==> src/rtl/alu.sv <==
// Clocked ALU: add, subtract, NAND or XOR of two operands, registered with
// zero and carry/no-borrow flags one cycle after the operands are sampled.
module alu #(
    parameter int WIDTH = 8
) (
    input  logic             clk,
    input  logic             rst_n,
    input  logic [WIDTH-1:0] a,
    input  logic [WIDTH-1:0] b,
    input  logic [1:0]       op,
    output logic [WIDTH-1:0] out,
    output logic             zero,
    output logic             carry
);

    localparam logic [1:0] ADD  = 2'b00;
    localparam logic [1:0] SUB  = 2'b01;
    localparam logic [1:0] NAND = 2'b10;
    localparam logic [1:0] XOR  = 2'b11;

    logic [WIDTH:0]   sum_ext;
    logic [WIDTH-1:0] out_d, out_q;
    logic             zero_d, zero_q;
    logic             carry_d, carry_q;

    // Subtraction reuses the adder as a + ~b + 1, so its carry-out means "no borrow".
    always_comb begin
        sum_ext = '0;
        out_d   = '0;
        carry_d = 1'b0;
        case (op)
            ADD: begin
                sum_ext = {1'b0, a} + {1'b0, b};
                out_d   = sum_ext[WIDTH-1:0];
                carry_d = sum_ext[WIDTH];
            end
            SUB: begin
                sum_ext = {1'b0, a} + {1'b0, ~b} + {{WIDTH{1'b0}}, 1'b1};
                out_d   = sum_ext[WIDTH-1:0];
                carry_d = sum_ext[WIDTH];
            end
            NAND: begin
                out_d = ~(a & b);
            end
            XOR: begin
                out_d = a ^ b;
            end
            default: begin
                out_d = '0;
            end
        endcase
        zero_d = (out_d == '0);
    end

    always_ff @(posedge clk or negedge rst_n) begin
        if (!rst_n) begin
            out_q   <= '0;
            zero_q  <= 1'b0;
            carry_q <= 1'b0;
        end else begin
            out_q   <= out_d;
            zero_q  <= zero_d;
            carry_q <= carry_d;
        end
    end

    assign out   = out_q;
    assign zero  = zero_q;
    assign carry = carry_q;

endmodule

==> config.mk <==
export PLATFORM = sky130hd
export DESIGN_NAME = alu
export DESIGN_NICKNAME = d
export VERILOG_FILES = /design/src/rtl/alu.sv
export SDC_FILE = /design/constraint.sdc
export NUM_CORES = 1
export LEC_CHECK = 0
export BUFFER_PORTS_ARGS = -buffer_cell sky130_fd_sc_hd__clkbuf_2
export CORE_ASPECT_RATIO = 0.6
export CORE_UTILIZATION = 49
export DETAILED_ROUTE_END_ITERATION = 7
export PLACE_DENSITY = 0.83
export SYNTH_ARGS = -nofsm -noshare
export SYNTH_HDL_FRONTEND = slang
export SYNTH_SLANG_ARGS = --single-unit
export TNS_END_PERCENT = 5
==> constraint.sdc <==
create_clock -name clk -period 0.8 [get_ports clk]
set_clock_uncertainty 0.1 [all_clocks]
set_input_delay 0.08 -clock clk [delete_from_list [all_inputs] [get_ports clk]]
set_output_delay 0.08 -clock clk [all_outputs]
set_load 0.005 [all_outputs]
==> qor.csv, run 1 <==
metric;value;unit
static leakage;0.9649;nW
share of cells above drive strength 1;0.5806;
final setup fails;19;
number of synthesized flops with an enable pin;0;
Max Freq;508.1;MHz
slew margin rel.;0.7199;
Root Driver;clkbuf_8;
TritonCTS buffer count;3;
WP data required;840;ps
PortBufs;29;
number of slew-limit violations in the final report;0;
Placement Cell Area;1815;µm²
flop and latch count out of synthesis;10;
grt ovf;0;
total I/O pin count;30;
Synth cell types;46;
RSZ-0062 raised after global routing;true;
vias in the first global route;1501;
antenna cells;0;
Post-Synthesis Mean Instance Area;8.706;µm²
DR WL/cell;20.45;µm
initial antenna violation count;0;
Crit Path Class;primary input to register;
# clock sinks;10;
Post-Synthesis Cell Area;1236;µm²
Clock transition at path regs;40;ps
CP peak stage delay;340;ps
DRC viols;0;
Hold Fails Final Rpt;0;
DR pass1 iterations;4;
worst min path class;primary input to async pin;
final period utilization;2.460;
TritonCTS clock tree;done;
Max-Cap Viols;0;
Nets;258;
worst-path cell chain;clkbuf_8, inv_6, ha_4, fa_2, or2b_1, a21oi_2, o31a_1, a21o_1, a211oi_2, a211oi_2;
cell area power density;1256;nW/µm²
Slew @ Worst Pin;419.3;ps
area of the die;2734;µm²
initial cell density of the core;0.5429;
Final ANT Viol Nets;0;
Post-Layout Inst Area;2012;µm²
Core Box Area;2277;µm²
part of the Yosys area used for sequential elements;0.2024;
DR vias/cell;6.271;
main flop type after synthesis;dfrtp_1;
H-tree depth;1;
critical path startpoint category;primary input;
CP max stage cell;fa_2;
Die Wd;66.85;µm
final wirelength;5.052;mm
wire length of the first global-routing pass;7.017;mm
failing checks;negative setup slack;
CP Capture Type;register;
Synthesized Nets;181;
DR iter-0 viols;123;
Worst EP arrival;2010;ps
Final min period;1968;ps
Setup WS post-layout;-1168;ps
pin count of the biggest net entering global routing;11;
Cells after Synth;142;
Place WS;-1356;ps
gpl congestion;0.8761;
most used cell, CP;a211oi_2;
FP Rows;13;
routed via count;1549;
area grow syn2layout;62.75;%
Synthesis Warnings;0;
Worst Path Max Fanout;3;
Max Root-Sink Buffers;2;
GRT Overall Usage;0.3705;
Synth async-reset ratio;1.000;
status;finished, violations left;
DP Wirelength;3.178;mm
die span in y;40.91;µm
maximum VDD drop;0.5631;mV
[worst max path at each step]
stage,start,endpoint,cells after the start
after global routing,a[0],carry$_DFF_PN0_,10
after detailed placement,b[4],zero$_DFF_PN0_,9
after CTS,b[3],zero$_DFF_PN0_,9
after global placement,a[0],zero$_DFF_PN0_,10
after floorplan,b[4],zero$_DFF_PN0_,9
final,a[0],carry$_DFF_PN0_,10
[kinds of logic (layout without fill, tap and decap cells)]
kind of cell	count (synthesis)	in the layout	share of synthesized area
compound gates	40	40	0.2541
flops	10	10	0.2024
xor+xnor	5	5	0.03542
simple gates	38	38	0.1660
fa+ha+maj	19	19	0.2045
buf+inv	25	100	0.08703
mux	5	5	0.05061
[cell usage after synthesis (4+ instances only)]
master   number  area (µm²)
nor2_1       10       37.54
ha_1         17       212.7
mux2i_1       4       40.04
nand2_1       5       18.77
a21oi_1       9       45.04
inv_1        17       63.81
dfrtp_1      10       250.2
nor2b_1       5       31.28
xnor2_1       4       35.03
o21ai_0       5       25.02
buf_2         5       25.02
[state kept, by name (all words and copies together), names as in the netlist]
| register | count |
|---|---|
| carry | 1 |
| zero | 1 |
| out | 8 |
[cell type report]
cell class / count / area [µm²]
Multi-Input combinational cell: 107 / 1065
Timing Repair Buffer: 79 / 543.0
Fill cell: 113 / 265.3
Clock buffer: 3 / 41.29
Inverter: 18 / 75.07
Sequential cell: 10 / 250.2
Tap cell: 30 / 37.54
[worst max-delay path: cells and delay by family]
kind / cells / cell delay (ps)
AO/OA/AOI/OAI: 5 / 1010
buffers and inverters: 2 / 160
AND/OR/NAND/NOR: 1 / 250
adder cells (fa/ha/maj): 2 / 490
[power breakdown]
part,switching [mW],leakage (nW),internal [mW]
combinational,0.727,0.827,0.698
sequential,0.0205,0.116,0.577
clock,0.177,0.0216,0.328
[per-stage QoR]
step / setup TNS, ps / total power [mW] / utilization / hold WS [ps] / instances
global placement: -9501 / 1.690 / 0.7973 / -162.4 / 242
detailed placement: -10330 / 1.761 / 0.7973 / -152.2 / 242
global route: -9005 / 2.640 / 0.8835 / 187.6 / 247
floorplan: -6531 / 1.211 / - / -315.6 / 142
finish: -8214 / 2.526 / 0.8835 / 147.0 / 247
CTS: -7467 / 2.363 / 0.8637 / 143.0 / 247
[routing by layer]
| metal | track usage | wire, µm |
|---|---|---|
| met5 | 0 | 0 |
| met4 | 0.2234 | 261 |
| met3 | 0.1083 | 618 |
| met2 | 0.6515 | 2366 |
| met1 | 0.4175 | 1806 |
[placed cells by master (no fill, tap or decap), types with 5 or more instances in the layout]
master,count
ha_4,6
ha_1,11
inv_2,5
inv_1,11
clkbuf_2,26
clkbuf_8,5
nor2_1,9
dfrtp_1,10
a21oi_1,6
buf_4,49
nand2_1,5
[repair_timing]
action	CTS	global route
hold buffers	1	0
endpoints found under the setup margin	20	19
pin swaps	9	1
setup buffers	1	0
gates resized for setup	25	13
hold endpoints to repair	10	0
(Power assumes the default switching activity.)
==> inputs of run 2 (changes only) <==
CORE_UTILIZATION = 48   (was 49)
PLACE_DENSITY = 0.85   (was 0.83)
SKIP_CTS_REPAIR_TIMING = 1   (was default)
clock period = 1.7 ns   (was 0.8 ns; I/O delays follow)
==> run 2 against run 1 <==
- the flow still finishes with violations (negative setup slack)
- flip-flop and latch count unchanged
- global-route usage down 11 points
- hold slack better by 86 ps
- power is 56% lower
- sequential power down 53%
- critical endpoint is now zero$_DFF_PN0_
- largest cell class unchanged
- largest power group unchanged
==> qor.csv, run 2 (synthesized netlist as in run 1, its figures left out) <==
metric;value;unit
wire length of the first global-routing pass;5.168;mm
final wirelength;3.753;mm
WP data required;1730;ps
Hold Fails Final Rpt;0;
TritonCTS buffer count;3;
DR vias/cell;5.852;
share of cells above drive strength 1;0.5194;
critical path startpoint category;primary input;
pin count of the biggest net entering global routing;13;
final period utilization;1.127;
Worst Path Max Fanout;3;
static leakage;0.8988;nW
grt ovf;0;
number of slew-limit violations in the final report;0;
maximum VDD drop;0.3366;mV
Final min period;1916;ps
area grow syn2layout;54.05;%
routed via count;1381;
initial cell density of the core;0.5390;
Max-Cap Viols;0;
DRC viols;0;
H-tree depth;1;
gpl congestion;0.8970;
DR pass1 iterations;6;
GRT Overall Usage;0.2575;
Hold WS;233.1;ps
final cell count without fillers;236;
Nets;247;
dpl cells;230;
TritonCTS clock tree;done;
failing checks;negative setup slack;
PortBufs;29;
Max Root-Sink Buffers;2;
worst min path class;primary input to async pin;
area of the die;2789;µm²
antenna cells;0;
Worst EP arrival;1940;ps
FP Rows;13;
cell area power density;578.1;nW/µm²
vias in the first global route;1150;
initial antenna violation count;0;
Clock transition at path regs;40;ps
DR iter-0 viols;83;
die span in y;41.31;µm
final setup fails;5;
most common cell after layout, fill and taps aside;buf_4;
Post-Route Setup TNS;-297.3;ps
DR WL/cell;15.90;µm
Crit Path Class;primary input to register;
RSZ-0062 raised after global routing;true;
Die Wd;67.52;µm
Core Box Area;2293;µm²
status;finished, violations left;
DP Wirelength;2.794;mm
Slew @ Worst Pin;445.1;ps
# clock sinks;10;
total I/O pin count;30;
Final ANT Viol Nets;0;
slew margin rel.;0.6995;
Max Freq;522.0;MHz
Root Driver;clkbuf_8;
Setup WS post-layout;-215.8;ps
CP Capture Type;register;
max reg flops;8;
most frequent cells in the layout;36 x buf_4, 26 x clkbuf_2, 13 x inv_1;
==> run 2: cell types whose count changed in the layout (fill, tap and decap cells not counted), sizes merged <==
| cell | before | now |
|---|---|---|
| buf | 49 | 41 |
| clkbuf | 32 | 29 |
==> run 2: report_power, final <==
part | switching [mW] | internal (mW)
clock | 0.0748 | 0.153
sequential | 0.00836 | 0.271
combinational | 0.290 | 0.303
total | 0.373 | 0.728
==> run 2: worst paths after layout <==
path / startpoint / end / cells past startpoint
max: b[0] / zero$_DFF_PN0_ / 10
min: rst_n / out[2]$_DFF_PN0_ / 2
max in group asynchronous: rst_n / out[5]$_DFF_PN0_ / 2
min in group clk: op[1] / carry$_DFF_PN0_ / 3
==> run 2: metrics by stage <==
stage               utilization  setup slack [ps]  cell area [µm²]  total power, mW
floorplan                     -            -132.7             1313           0.5698
global placement         0.7523            -381.5             1725           0.7744
detailed placement       0.7523            -469.0             1725           0.7998
CTS                      0.7703            -263.0             1767            1.031
global route             0.8303            -252.1             1904            1.174
finish                   0.8303            -215.8             1904            1.101
==> run 2: per-layer routing <==
metal | track usage | up-vias | part of all wire
met2 | 0.4406 | 87 | 0.47
met4 | 0.08511 | 0 | 0.014
li1 | - | 633 | -
met1 | 0.3376 | 649 | 0.40
met5 | 0 | - | 0
met3 | 0.04348 | 12 | 0.11
==> run 2: critical path, stage by stage <==
cell      delay (ps)
buf_8             90
ha_4             140
inv_2             50
fa_2             380
o21bai_4         130
a21oi_2           80
o31a_1           340
xnor2_2          200
a21oi_2           90
nor4_2           280
==> run 2: final cells by class <==
class / count / area, µm²
repair buffers: 68 / 474.2
clock buffers: 3 / 41.29
flip-flops and latches: 10 / 250.2
well taps: 30 / 37.54
fillers: 128 / 389.1
inverters: 18 / 72.57
multi-input cells: 107 / 1028
